`config.mk`:
```
export PLATFORM = sky130hd
export DESIGN_NAME = hazard_ctrl
export DESIGN_NICKNAME = d
export VERILOG_FILES = /design/src/rtl/hazard_ctrl.sv
export SDC_FILE = /design/constraint.sdc
export NUM_CORES = 1
export LEC_CHECK = 0
export CORE_ASPECT_RATIO = 0.6
export CORE_MARGIN = 5
export CORE_UTILIZATION = 52
export CTS_CLUSTER_SIZE = 20
export DETAILED_ROUTE_END_ITERATION = 10
export GPL_ROUTABILITY_DRIVEN = 1
export PLACE_DENSITY = 0.85
export SLEW_MARGIN = 20
export SYNTH_ARGS = -nofsm -noshare
export SYNTH_HDL_FRONTEND = slang
export SYNTH_SLANG_ARGS = --single-unit
```
`constraint.sdc`:
```
create_clock -name CLK -period 5.5 [get_ports CLK]
set_clock_uncertainty 0.15 [all_clocks]
set_input_delay 1.1 -clock CLK [delete_from_list [all_inputs] [get_ports CLK]]
set_output_delay 1.1 -clock CLK [all_outputs]
set_load 0.005 [all_outputs]
```
`src/rtl/hazard_ctrl.sv`:
```
// rtl/hazard_ctrl.sv - stall/flush sequencer for the 5-stage pipeline
module hazard_ctrl #(
    parameter int DWAIT_MAX = 64,
    parameter int CNT_W     = 32
) (
    input  logic             CLK,
    input  logic             RST,
    input  logic             ihit,
    input  logic             dhit,
    input  logic [4:0]       id_rs,
    input  logic [4:0]       id_rt,
    input  logic             ex_dRENi,
    input  logic [4:0]       ex_rt,
    input  logic             ex_taken,
    input  logic             mem_dREQ,
    input  logic             mem_halt,
    input  logic             wb_halt,
    output logic             pc_en,
    output logic             ifid_en,
    output logic             ifid_flush,
    output logic             idex_en,
    output logic             idex_flush,
    output logic             exmem_en,
    output logic             exmem_flush,
    output logic             memwb_en,
    output logic             memwb_flush,
    output logic             halt,
    output logic             mem_err,
    output logic [CNT_W-1:0] stall_count
);

    localparam int WC_W = $clog2(DWAIT_MAX + 1);
    localparam logic [WC_W-1:0] WC_MAX = WC_W'(DWAIT_MAX);

    typedef enum logic [1:0] {
        RUN     = 2'd0,
        DWAIT   = 2'd1,
        HALTING = 2'd2,
        HALTED  = 2'd3
    } state_t;

    state_t          state, state_n;
    logic [WC_W-1:0] wcnt, wcnt_n;
    logic            mem_err_n;
    logic            load_use;
    logic            dstall;

    assign load_use = ex_dRENi && (ex_rt != 5'd0) &&
                      ((ex_rt == id_rs) || (ex_rt == id_rt));

    always_comb begin
        pc_en       = 1'b1;
        ifid_en     = 1'b1;
        ifid_flush  = 1'b0;
        idex_en     = 1'b1;
        idex_flush  = 1'b0;
        exmem_en    = 1'b1;
        exmem_flush = 1'b0;
        memwb_en    = 1'b1;
        memwb_flush = 1'b0;
        state_n     = state;
        wcnt_n      = '0;
        mem_err_n   = mem_err;
        dstall      = 1'b0;

        case (state)
            HALTED: begin
                pc_en    = 1'b0;
                ifid_en  = 1'b0;
                idex_en  = 1'b0;
                exmem_en = 1'b0;
                memwb_en = 1'b0;
            end
            DWAIT: begin
                if (!dhit) begin
                    dstall = 1'b1;
                    wcnt_n = (wcnt == WC_MAX) ? wcnt : wcnt + 1'b1;
                    if (wcnt_n == WC_MAX)
                        mem_err_n = 1'b1;
                end else begin
                    state_n = RUN;
                end
            end
            HALTING: begin
                pc_en       = 1'b0;
                ifid_en     = 1'b0;
                idex_flush  = 1'b1;
                exmem_flush = 1'b1;
                if (wb_halt)
                    state_n = HALTED;
            end
            default: begin
                if (mem_dREQ && !dhit) begin
                    dstall  = 1'b1;
                    state_n = DWAIT;
                end else begin
                    if (mem_halt)
                        state_n = HALTING;
                    // a taken branch squashes the ID instruction, so load-use is moot
                    if (ex_taken) begin
                        ifid_flush = 1'b1;
                        idex_flush = 1'b1;
                    end else if (load_use) begin
                        pc_en      = 1'b0;
                        ifid_en    = 1'b0;
                        idex_flush = 1'b1;
                    end else if (!ihit) begin
                        pc_en      = 1'b0;
                        ifid_flush = 1'b1;
                    end
                end
            end
        endcase

        // the memory stage holds; WB receives a bubble each waiting cycle
        if (dstall) begin
            pc_en       = 1'b0;
            ifid_en     = 1'b0;
            idex_en     = 1'b0;
            exmem_en    = 1'b0;
            memwb_en    = 1'b1;
            memwb_flush = 1'b1;
        end

        if (RST) begin
            pc_en       = 1'b0;
            ifid_en     = 1'b0;
            ifid_flush  = 1'b0;
            idex_en     = 1'b0;
            idex_flush  = 1'b0;
            exmem_en    = 1'b0;
            exmem_flush = 1'b0;
            memwb_en    = 1'b0;
            memwb_flush = 1'b0;
        end
    end

    always_ff @(posedge CLK or posedge RST) begin
        if (RST) begin
            state   <= RUN;
            wcnt    <= '0;
            mem_err <= 1'b0;
        end else begin
            state   <= state_n;
            wcnt    <= wcnt_n;
            mem_err <= mem_err_n;
        end
    end

    always_ff @(posedge CLK or posedge RST) begin
        if (RST)
            stall_count <= '0;
        else if (!pc_en && (state != HALTED) && (stall_count != '1))
            stall_count <= stall_count + 1'b1;
    end

    assign halt = (state == HALTED);

endmodule

```
==> metrics.txt, run 1 <==
Hold Buf Count CTS=0; post-synthesis mux area share=2.61%; HP Class=reg -> reg; grt ovf=0; routed wire length=6.46 mm; Reg clk slew, reported paths=0.07 ns; Main synth FF type=dfrtp_1; main combinational cell family by area after synthesis=simple AND/OR/NAND/NOR gates; first-pass GRT wire length=10.7 mm; CP arrival=3.24 ns; gp weighted congestion=0.824; crit path kind=in -> out; initial core utilization=54.1%; total of max-cap violations=0; Seq. cell area=1050 µm²; Place WS=1.02 ns; syn_nets=291; Root Driver=clkbuf_8; crit-path max cell delay=0.57 ns; CP most frequent cell=clkdlybuf4s50_1; Wirelength per Cell=16.6 µm; setup TNS=0 ns; footprint of the multi-input gates=1360 µm²; Post CTS Setup Buffer Count=0; status=complete, no violations; largest net degree at the start of global routing=43; fillers=347; Avg Inst Size Synth=9.63 µm²; Worst-Margin Slew=0.702 ns; Die ar.=6330 µm²; final setup vio count=0; Clock Sinks=42; drc violations=0; Netlist cell types=45; Cell Pwr Density=307 nW/µm²; die width=99.4 µm; Core Region=4610 µm²; RSZ-0062 raised after global routing=no; CTS Buf Count=5; area share of and/or/nand/nor cells after synthesis=25.4%; Synth Area in XOR/XNOR=16.5%; Synth Area in Adders=4.01%; WP data required=4.25 ns; number of global-route vias before repair=2125; crit path max fanout=3; H-tree depth=2; final hold vios=0; DP HPWL=4.87 mm; Worst setup SP type=input pin; sequential fraction of the synthesis area=42.1%; Vias=2203; worst skew pair latency=0.30 ns; FMAX=0.223 GHz; Async S/R FF share, synth=100%; CP endpoint kind=output pin; Syn Inst Count=259; Final Worst Setup Slack=1.01 ns; Die H=63.6 µm; synth warn=0; pins over their slew limit=0; area of the mapped netlist=2490 µm²; ant diodes=0; Final ANT Viol Nets=0; Site Rows=19; Area Growth Syn to Fin=32.2%; min Tclk post-route=4.49 ns; GRT Overall Usage=21.2%; Static Leak=1.29 nW; leading cell type in the layout, fill and taps excluded=clkdlybuf4s50_1; initial antenna violation count=0; NumNets Final=357; drt initial violations=138; clock buffer depth=2; Via density=5.66; DRT Pass-1 Iters=4; complex-gate fraction of the synthesized area=6.12%; io pins=67; CTS tree=built; commonest non-fill, non-tap cells in the layout=clkdlybuf4s50_1, dfrtp_1, xnor2_1; PortBufs=66; Worst path slowest cell=or4_1; Post-synth EDFFs=0; worst path cell trace=clkdlybuf4s50_1 > or4_1 > o21ai_1 > or2_2 > nand2_1 > a21oi_1 > clkdlybuf4s50_1; Peak VDD IR=0.183 mV; FF+latch count, synth=42; layout cells sized above 1=6.13%; Worst slew margin=52.9%; post-CTS sizing=0; period utilization=81.6%
[per-layer routing]
metal	wire [µm]	vias up	GRT usage, %
met4	17	0	5.45
met2	2820	83	30.7
met3	421	6	4.41
met1	3200	1062	32.0
met5	0	-	0
li1	-	1052	-
[layout make-up]
cell class,count,area share [%]
Sequential cell,42,31.9
Clock buffer,6,2.51
Clock inverter,2,0.380
Inverter,9,1.03
Timing Repair Buffer,68,20.5
Tap cell,63,2.39
Multi-Input combinational cell,199,41.3
[worst max-delay path, delay by kind of cell]
family | cells | cell delay, ns
AOI/OAI and AO/OA | 2 | 0.37
buffers and inverters | 2 | 0.99
and+or+nand+nor | 3 | 0.78
[report_power, final]
part | switching [mW] | total, mW | internal [mW] | leakage (nW)
Sequential | 0.0511 | 0.400 | 0.348 | 0.541
Clock | 0.110 | 0.211 | 0.101 | 0.0472
Combinational | 0.195 | 0.401 | 0.206 | 0.702
Total | 0.357 | 1.01 | 0.655 | 1.29
[sequential cells by signal (all words and copies together) (netlist names)]
| signal | count |
|---|---|
| wcnt | 7 |
| mem_err | 1 |
| stall_count | 32 |
| state | 2 |
[logic make-up after synthesis]
kind of cell / Yosys count
AOI/OAI and AO/OA: 23
xor gates and xnor gates: 46
adders and majority gates: 8
buffers and inverters: 18
DFF: 42
muxes: 6
and+or+nand+nor: 116
[path summary, 6_finish.rpt]
path                            cells after the start  startpoint         endpoint  slack [ns]
worst max-delay path                                7    ex_rt[1]            pc_en        1.01
worst min-delay path                                1     mem_err          mem_err        0.34
worst min register to register                      1     mem_err          mem_err        0.34
min in group asynchronous                           3         RST  stall_count[30]        1.31
worst max register to register                      8    state[0]  stall_count[16]        2.71
max in group asynchronous                           3         RST  stall_count[16]        3.53
[synth_stat cells, types with 2 or more instances]
cell       number  area [µm²]
a21oi_1         5        25.0
a22oi_1         2        15.0
and2_1          4        25.0
and3_1          4        25.0
and4_1          5        43.8
buf_2           2        10.0
clkbuf_1        5        18.8
dfrtp_1        42        1050
ha_1            8         100
inv_1           9        33.8
mux2_2          4        45.0
mux2i_1         2        20.0
nand2_1        18        67.6
nand3_1        15        75.1
nand4_1        17         106
nor2_1         18        67.6
nor2b_1         2        12.5
nor3_1         19        95.1
nor3b_1         2        15.0
nor4b_1         2        17.5
o2111ai_1       2        17.5
o21ai_0         4        20.0
o31ai_1         2        15.0
or4_4           2        22.5
xnor2_1        24         210
xor2_1         21         184
[per-stage QoR]
stage / power [mW] / cell area [µm²] / util [%] / hold slack (ns) / std cells
5_1_grt: 1.07 / 3300 / 71.5 / 0.356 / 389
6_report: 1.01 / 3300 / 71.5 / 0.335 / 389
3_3_place_gp: 0.788 / 3200 / 69.4 / 0.305 / 381
4_1_cts: 1.02 / 3300 / 71.5 / 0.341 / 389
2_1_floorplan: 0.631 / 2490 / - / 0.310 / 259
3_5_place_dp: 0.805 / 3200 / 69.4 / 0.324 / 381
Note: power is estimated with default switching activity, not from simulation.
==> run 2: changes to the inputs <==
--- a/config.mk
+++ b/config.mk
@@ -7,11 +7,11 @@
 export LEC_CHECK = 0
 export CORE_ASPECT_RATIO = 0.6
 export CORE_MARGIN = 5
-export CORE_UTILIZATION = 52
+export CORE_UTILIZATION = 44
 export CTS_CLUSTER_SIZE = 20
 export DETAILED_ROUTE_END_ITERATION = 10
 export GPL_ROUTABILITY_DRIVEN = 1
-export PLACE_DENSITY = 0.85
+export PLACE_DENSITY = 0.77
 export SLEW_MARGIN = 20
 export SYNTH_ARGS = -nofsm -noshare
 export SYNTH_HDL_FRONTEND = slang
==> constraint.sdc (replaced) <==
create_clock -name CLK -period 4 [get_ports CLK]
set_clock_uncertainty 0.15 [all_clocks]
set_input_delay 0.8 -clock CLK [delete_from_list [all_inputs] [get_ports CLK]]
set_output_delay 0.8 -clock CLK [all_outputs]
set_load 0.005 [all_outputs]
==> run 2 against run 1 <==
Net effect: design area rose by 1.4%; first-iteration DRC count fell by 10%; combinational power rose by 38%; final cell count rose by 4.6%; flip-flop and latch count did not move; non-clock buffer count rose by 1; register-to-register slack got worse by 1.5 ns; wire length fell by 7.3%; critical path depth did not move; total power rose by 40%; sequential share of layout area fell by 0.45 points; via count fell by 3.1%.
==> metrics.txt, run 2 (synthesis gave the netlist of run 1 again) <==
GRT Overall Usage=17.4% (-3.8 points); ant diodes=0 (unchanged); Most flops, register=stall_count; CTS tree=built; Static Leak=1.31 nW (+1.2%); H-tree depth=2 (unchanged); DRT Pass-1 Iters=4 (unchanged); first-pass GRT wire length=10.1 mm (-6.2%); NumNets Final=358 (+0.28%); FMAX=0.261 GHz; Peak VDD IR=0.281 mV (+54%); routed wire length=5.99 mm (-7.3%); post-layout util=60.3% (-11 points); Clock Sinks=42 (unchanged); status=complete, no violations; Via density=5.24 (-7.4%); Reg clk slew, reported paths=0.07 ns (about the same); worst hold slack=0.326 ns (-0.00931 ns); hold path cells=1 (unchanged); crit path max fanout=3 (unchanged); grt ovf=0 (unchanged); setup TNS=0 ns (unchanged); leading cell type in the layout, fill and taps excluded=clkdlybuf4s50_1; number of flip-flops under the largest register name=32 (unchanged); r2r endpoint=stall_count[16]; CTS Buf Count=5 (unchanged); Reg2Reg Setup Slack=1.22 ns (-1.49 ns); CP most frequent cell=clkdlybuf4s50_1; CP arrival=2.88 ns (-0.36 ns); Cell Pwr Density=424 nW/µm² (+38%); largest net degree at the start of global routing=43 (unchanged); initial antenna violation count=0 (unchanged); pins over their slew limit=0 (unchanged); overall power=1.42 mW (+40%); Die H=68.3 µm (+7.3%); CP endpoint kind=output pin; Vias=2134 (-3.1%); Site Rows=21 (+2); clock buffer depth=2 (unchanged); io pins=67 (unchanged); total of max-cap violations=0 (unchanged); crit-path max cell delay=0.57 ns (about the same); DP HPWL=4.64 mm (-4.7%); final setup vio count=0 (unchanged); Core Region=5540 µm² (+20%); drt initial violations=124 (-10%); Worst-Margin Slew=0.632 ns (-0.0697 ns); worst reg-to-reg path cell count=8 (unchanged); reg-to-reg startpoint=state[0]; Root Driver=clkbuf_8; initial core utilization=45.0% (-9.1 points); Worst path slowest cell=or4_1; Area Growth Syn to Fin=34.1%; layout cells sized above 1=6.73% (+0.59 points); Final ANT Viol Nets=0 (unchanged); worst path cell trace=clkdlybuf4s50_1 > or4_1 > o21ai_2 > or2_2 > a21oi_1 > nor3_1 > clkdlybuf4s50_1; gp weighted congestion=0.842 (+2.3%); final hold vios=0 (unchanged); Die ar.=7320 µm² (+16%); RSZ-0062 raised after global routing=no; drc violations=0 (unchanged); Worst Min Path Start=mem_err; number of global-route vias before repair=2067 (-2.7%); Wirelength per Cell=14.7 µm (-11%); PortBufs=66 (unchanged); die width=107 µm (+7.8%); top flop regs=stall_count x32, wcnt x7, state x2; HP Class=reg -> reg; WP data required=3.05 ns (-1.20 ns); Worst setup SP type=input pin; Worst slew margin=57.5% (+4.7 points); worst skew pair latency=0.29 ns (about the same); period utilization=95.8%; crit path kind=in -> out; min Tclk post-route=3.83 ns; Hold Buf Count CTS=0 (unchanged); commonest non-fill, non-tap cells in the layout=clkdlybuf4s50_1, dfrtp_1, xnor2_1; Hold EP=mem_err
==> run 2: cell types whose count changed in the layout (fill, tap and decap cells not counted) <==
cell / change
buf_4: +1
clkbuf_8: +2
clkinv_2: -1
clkinvlp_4: -1
o21ai_1: -1
o21ai_2: +1
==> run 2: where the power goes <==
group          internal (mW)  total, mW  switching, mW
Clock                  0.174      0.320          0.146
Sequential             0.479      0.545         0.0656
Combinational          0.286      0.554          0.267
Total                  0.940       1.42          0.479
==> run 2: worst max path at each step <==
stage / startpoint / depth (start not counted) / slack, ns / end
6_report: ex_rt[1] / 7 / 0.17 / ifid_flush
5_1_grt: ex_rt[2] / 7 / 0.04 / idex_flush
4_1_cts: ex_rt[1] / 7 / 0.10 / ifid_flush
3_5_place_dp: ex_rt[1] / 7 / 0.11 / ifid_flush
3_3_place_gp: ex_rt[1] / 7 / 0.17 / ifid_flush
2_1_floorplan: RST / 7 / 0.73 / stall_count[1]
==> run 2: critical path: cells and delay by family <==
family | cells | cell delay (ns)
buffers and inverters | 2 | 1.00
and+or+nand+nor | 3 | 0.85
AOI/OAI and AO/OA | 2 | 0.24
==> run 2: cell type report <==
| cell class | instances | area [µm²] |
|---|---|---|
| fillers | 475 | 2200 |
| multi-input cells | 199 | 1370 |
| flip-flops and latches | 42 | 1050 |
| repair buffers | 69 | 683 |
| clock buffers | 8 | 110 |
| well taps | 80 | 100 |
| inverters | 9 | 33.8 |
==> run 2: per-layer routing <==
metal | track usage (%) | vias to the layer above | part of all wire (%)
met5 | 0 | - | 0
met3 | 4.43 | 5 | 5.6
li1 | - | 1051 | -
met2 | 26.3 | 56 | 43
met4 | 4.31 | 0 | 0.69
met1 | 24.9 | 1022 | 51
==> run 2: through the flow <==
step	std cells	setup WS (ns)	cell area [µm²]
after global placement	399	0.170	3230
after floorplan	259	0.730	2490
after CTS	407	0.104	3340
after detailed placement	399	0.109	3230
final	407	0.169	3340
after global routing	407	0.0359	3340
==> run 2: what timing repair did <==
action,4_1_cts,5_1_grt
endpoints found under the hold margin,0,0
setup buffers,0,0
gates resized for setup,0,1
setup endpoints to repair,0,3
==> run 3: changes to the inputs <==
--- a/config.mk
+++ b/config.mk
@@ -7,11 +7,11 @@
 export LEC_CHECK = 0
 export CORE_ASPECT_RATIO = 0.6
 export CORE_MARGIN = 5
-export CORE_UTILIZATION = 44
+export CORE_UTILIZATION = 49
 export CTS_CLUSTER_SIZE = 20
 export DETAILED_ROUTE_END_ITERATION = 10
 export GPL_ROUTABILITY_DRIVEN = 1
-export PLACE_DENSITY = 0.77
+export PLACE_DENSITY = 0.81
 export SLEW_MARGIN = 20
 export SYNTH_ARGS = -nofsm -noshare
 export SYNTH_HDL_FRONTEND = slang
==> constraint.sdc (replaced) <==
create_clock -name CLK -period 3.9 [get_ports CLK]
set_clock_uncertainty 0.15 [all_clocks]
set_input_delay 0.78 -clock CLK [delete_from_list [all_inputs] [get_ports CLK]]
set_output_delay 0.78 -clock CLK [all_outputs]
set_load 0.005 [all_outputs]
==> run 3 against run 2 <==
Net effect: final cell count down 3.4%; via count up 0.47%; design area down 1.1%; global-route usage up 1.9 points; critical path type unchanged; wire length up 1.8%; utilization up 5.8 points; sequential share of layout area up 0.34 points; flip-flop and latch count unchanged; clock power down 12%; clock-buffer cell count down 2; die area down 9.0%; non-clock buffer count unchanged.
==> metrics.txt, run 3 (synthesis gave the netlist of run 1 again) <==
post-layout util=66.1% (+5.8 points); post-route cell area=3310 µm² (-1.1%); pins over their slew limit=0 (unchanged); Cell Pwr Density=427 nW/µm² (+0.53%); H-tree depth=2 (unchanged); WP data required=2.97 ns (-0.08 ns); DP HPWL=4.61 mm (-0.77%); crit path kind=in -> out; status=complete, no violations; final hold vios=0 (unchanged); HP Class=reg -> reg; initial antenna violation count=0 (unchanged); drc violations=0 (unchanged); CP endpoint kind=output pin; final setup vio count=0 (unchanged); gp weighted congestion=0.797 (-5.4%); total of max-cap violations=0 (unchanged); post-CTS sizing=0 (unchanged); Site Rows=20 (-4.8%); clock buffer depth=2 (unchanged); Peak VDD IR=0.217 mV (-23%); CTS tree=built; Vias=2144 (+0.47%); Area Growth Syn to Fin=32.6%; Core Region=5000 µm² (-9.7%); top flop regs=stall_count x32, wcnt x7, state x2; r2r endpoint=stall_count[16]; drt initial violations=154 (+24%); footprint of the multi-input gates=1370 µm² (+0.37%); Worst setup SP type=input pin; number of global-route vias before repair=2099 (+1.5%); FMAX=0.260 GHz; Static Leak=1.29 nW (-0.92%); Final Worst Setup Slack=0.0567 ns (-0.112 ns); CP most frequent cell=clkdlybuf4s50_1; PortBufs=66 (unchanged); Place WS=0.0464 ns (-0.0625 ns); period utilization=98.5%; ant diodes=0 (unchanged); Die H=65.3 µm (-4.5%); Die ar.=6660 µm² (-9.0%); fillers=424 (-11%); min Tclk post-route=3.84 ns; GRT Overall Usage=19.3% (+1.9 points); RSZ-0062 raised after global routing=no; Root Driver=clkbuf_8; Most flops, register=stall_count; CP arrival=2.91 ns (+0.03 ns); leading cell type in the layout, fill and taps excluded=clkdlybuf4s50_1; number of flip-flops under the largest register name=32 (unchanged); DRT Pass-1 Iters=4 (unchanged); first-pass GRT wire length=10.1 mm (+0.74%); Hold Buf Count CTS=0 (unchanged); Via density=5.46 (+4.0%); Seq. cell area=1050 µm² (unchanged); crit-path max cell delay=0.57 ns (about the same); Post CTS Setup Buffer Count=0 (unchanged); Worst path slowest cell=or4_1; worst hold slack=0.321 ns (-0.00446 ns); Bufs and invs on worst path=2 (unchanged); CP startpoint=ex_rt[1]; setup TNS=0 ns (unchanged); Final ANT Viol Nets=0 (unchanged); Reg2Reg Setup Slack=1.06 ns (-0.16 ns); commonest non-fill, non-tap cells in the layout=clkdlybuf4s50_1, dfrtp_1, xnor2_1; worst skew pair latency=0.30 ns (about the same); Wirelength per Cell=15.5 µm (+5.5%); routed wire length=6.10 mm (+1.8%); grt ovf=0 (unchanged); largest net degree at the start of global routing=43 (unchanged); NumNets Final=358 (unchanged); Worst path top cell family by delay=buffers and inverters; reg-to-reg startpoint=state[0]; crit path max fanout=3 (unchanged); io pins=67 (unchanged); initial core utilization=49.8% (+4.8 points); Clock Sinks=42 (unchanged); Worst slew margin=54.3% (-3.3 points); CTS Buf Count=5 (unchanged); layout cells sized above 1=6.73% (unchanged); worst path cell trace=clkdlybuf4s50_1 > or4_1 > o21ai_2 > or2_2 > a21oi_1 > nor3_1 > clkdlybuf4s50_1; placed inst area=3210 µm² (-0.54%); Worst-Margin Slew=0.680 ns (+0.0485 ns); worst reg-to-reg path cell count=8 (unchanged); Worst Setup EP=ifid_flush; die width=102 µm (-4.8%); Levels on crit path=7 (unchanged); Reg clk slew, reported paths=0.09 ns (+0.02 ns)
-- run 3: cell types whose count changed in the layout (fill, tap and decap cells not counted) --
cell      before  now
a22oi_2        0    1
clkbuf_8       8    5
clkinv_2       0    1
clkbuf_1       0    1
clkinv_4       0    1
a22oi_1        2    1
-- run 3: metal layers --
layer,track usage (%),vias up,part of all wire [%]
met2,28.2,69,43
met5,0,-,0
li1,-,1052,-
met4,4.42,0,0.62
met3,4.35,4,6.2
met1,28.9,1019,50
-- run 3: worst min path at each step --
stage / startpoint / endpoint / slack, ns / cells after the start
detailed placement: mem_err / mem_err / 0.31 / 1
global route: mem_err / mem_err / 0.37 / 1
finish: mem_err / mem_err / 0.32 / 1
CTS: mem_err / mem_err / 0.33 / 1
floorplan: mem_err / mem_err / 0.31 / 1
global placement: mem_err / mem_err / 0.30 / 1
-- run 3: layout make-up --
type	instances	area share (%)
multi-input combinational	199	41.4
sequential	42	31.8
timing repair buffer	69	20.7
tap	66	2.50
clock buffer	6	2.19
inverter	9	1.02
clock inverter	2	0.416
-- run 3: metrics by stage --
step,cells,power [mW]
floorplan,259,0.889
global placement,385,1.12
detailed placement,385,1.14
CTS,393,1.42
global route,393,1.50
finish,393,1.41
-- run 3: report_power, final --
part,leakage (nW),switching [mW],internal (mW)
combinational,0.708,0.273,0.294
clock,0.0452,0.157,0.127
sequential,0.541,0.0694,0.491
total,1.29,0.499,0.912
==> variant (flow settings as in run 3) <==
Re-encode `state_t` (4 states) as one-hot, 4 bits wide.
--- a/src/rtl/hazard_ctrl.sv
+++ b/src/rtl/hazard_ctrl.sv
@@ -33,9 +33,9 @@
     localparam logic [WC_W-1:0] WC_MAX = WC_W'(DWAIT_MAX);
 
-    typedef enum logic [1:0] {
-        RUN     = 2'd0,
-        DWAIT   = 2'd1,
-        HALTING = 2'd2,
-        HALTED  = 2'd3
+    typedef enum logic [3:0] {
+        RUN     = 4'b0001,
+        DWAIT   = 4'b0010,
+        HALTING = 4'b0100,
+        HALTED  = 4'b1000
     } state_t;
 
Check against the original RTL: same outputs for any inputs over 10 cycles, from zero or initial values and one cycle with RST high; not proved beyond that.
==> variant against run 3 <==
Setup slack better by 0.14 ns; wire length is 4.1% higher; synthesized area is 3.9% higher; first-iteration DRC count is 43% lower; hold slack better by 0.015 ns; final cell count is 5.1% higher; sequential cell count is 2 higher; sequential power is 9.8% higher; fmax is 3.8% higher; cell area is 3.0% higher; total power is 8.7% higher; via count is 3.8% higher; clock power is 5% higher; largest power group unchanged.
==> variant: results (changes against run 3) <==
status: "finished, final reports clean"  # unchanged
dp_hpwl_mm: 4.865  # was 4.607 mm
synth-compound-area-share_pct: 7.053  # was 6.121%
grt_use_met2_pct: 26.90  # was 28.24%
drtIter0Drc: 88  # was 154
multi_input_gates: 211  # was 199
avgSynthCellArea_um2: 9.316  # was 9.628 µm²
synth_adder_area_share_pct: 1.449  # was 4.014%
n_fill_cell: 413  # was 424
wl_per_cell_um: 15.36  # was 15.51 µm
place_worst_setup_slack_ns: 0.1646  # was 0.04641 ns
seqCellArea_mm2: 0.001102  # was 0.001051 mm²
gp_congestion: 0.8651  # was 0.7970
cts.htree.levels: 2  # unchanged
synth_mux_area_share_pct: 0.8696  # was 2.609%
place_area_mm2: 0.003312  # was 0.003212 mm²
nNonClkInverters: 12  # was 9
signal_buffers: 72  # was 69
cp.arrival_ns: 2.77  # was 2.91 ns
syn_nets: 305  # was 291
synth_xor_area_share_pct: 17.25  # was 16.46%
synth_cell_types: 51  # was 45
vdd_drop_max_uv: 415.6  # was 217.1 µV
ff2ff_path_depth: 9  # was 8
reg_top3: "stall_count: 32 flops, wcnt: 7 flops, state: 4 flops"  # was stall_count: 32 flops, wcnt: 7 flops, state: 2 flops
clock_buffers: 8  # was 6
gr-usage-all-layers_pct: 19.24  # was 19.27%
vias: 2226  # was 2144
synth.area.top_cells: "dfrtp_1 (42%), xor2_1 (13%), nor2_1 (4.8%), xnor2_1 (4.7%), nor3_1 (3.5%)"  # was dfrtp_1 (42%), xnor2_1 (8.4%), xor2_1 (7.4%), nand4_1 (4.3%), ha_1 (4.0%)
multi_input_area_share_pct: 40.54  # was 41.43%
drive_gt1_share_pct: 7.493  # was 6.728%
met3_length_um: 315  # was 380 µm
nets: 373  # was 358
grt_max_degree: 45  # was 43
final-clk-cell-share_pct: 2.644  # was 2.611%
crit-reg2reg-launch: "stall_count[0]"  # was state[0]
met3_usage_pct: 4.488  # was 4.348%
slowest_stage: "clkdlybuf4s50_1"  # was or4_1
final_util_pct: 67.07  # was 66.07%
critPathMaxStageDelay_ns: 0.54  # was 0.57 ns
hold_ws_ns: 0.3364  # was 0.3214 ns
synth-seq-cells: 44  # was 42
yosysSeqAreaShare_pct: 42.56  # was 42.15%
grt_use_met1_pct: 30.01  # was 28.87%
grt_pass1_wl_mm: 10.83  # was 10.15 mm
final-nonclk-buf-share_pct: 20.71  # was 20.66%
==> variant: cell count changes after synthesis, sizes merged, moves of 3 or more <==
cell,change
nand2b,+5
nor2,+16
nand4,-16
xor2,+16
inv,+3
nor4,+14
and4,-3
xnor2,-11
ha,-5
or3b,+3
==> variant: worst max-delay path by stage <==
stage	slack (ns)	depth (start not counted)	end	from
4_1_cts	0.14	9	ifid_flush	ex_rt[3]
3_5_place_dp	0.16	9	ifid_flush	ex_rt[2]
6_report	0.20	8	idex_flush	ex_rt[3]
2_1_floorplan	0.61	4	pc_en	RST
3_3_place_gp	0.23	7	pc_en	ex_rt[3]
5_1_grt	0.05	9	ifid_flush	ex_rt[4]
==> variant: power by group <==
group	internal (W)	leakage [nW]	total, W	switching (W)
Clock	0.000145	0.0455	0.000296	0.000151
Sequential	0.000516	0.550	0.000616	0.000100
Combinational	0.000322	0.819	0.000622	0.000300
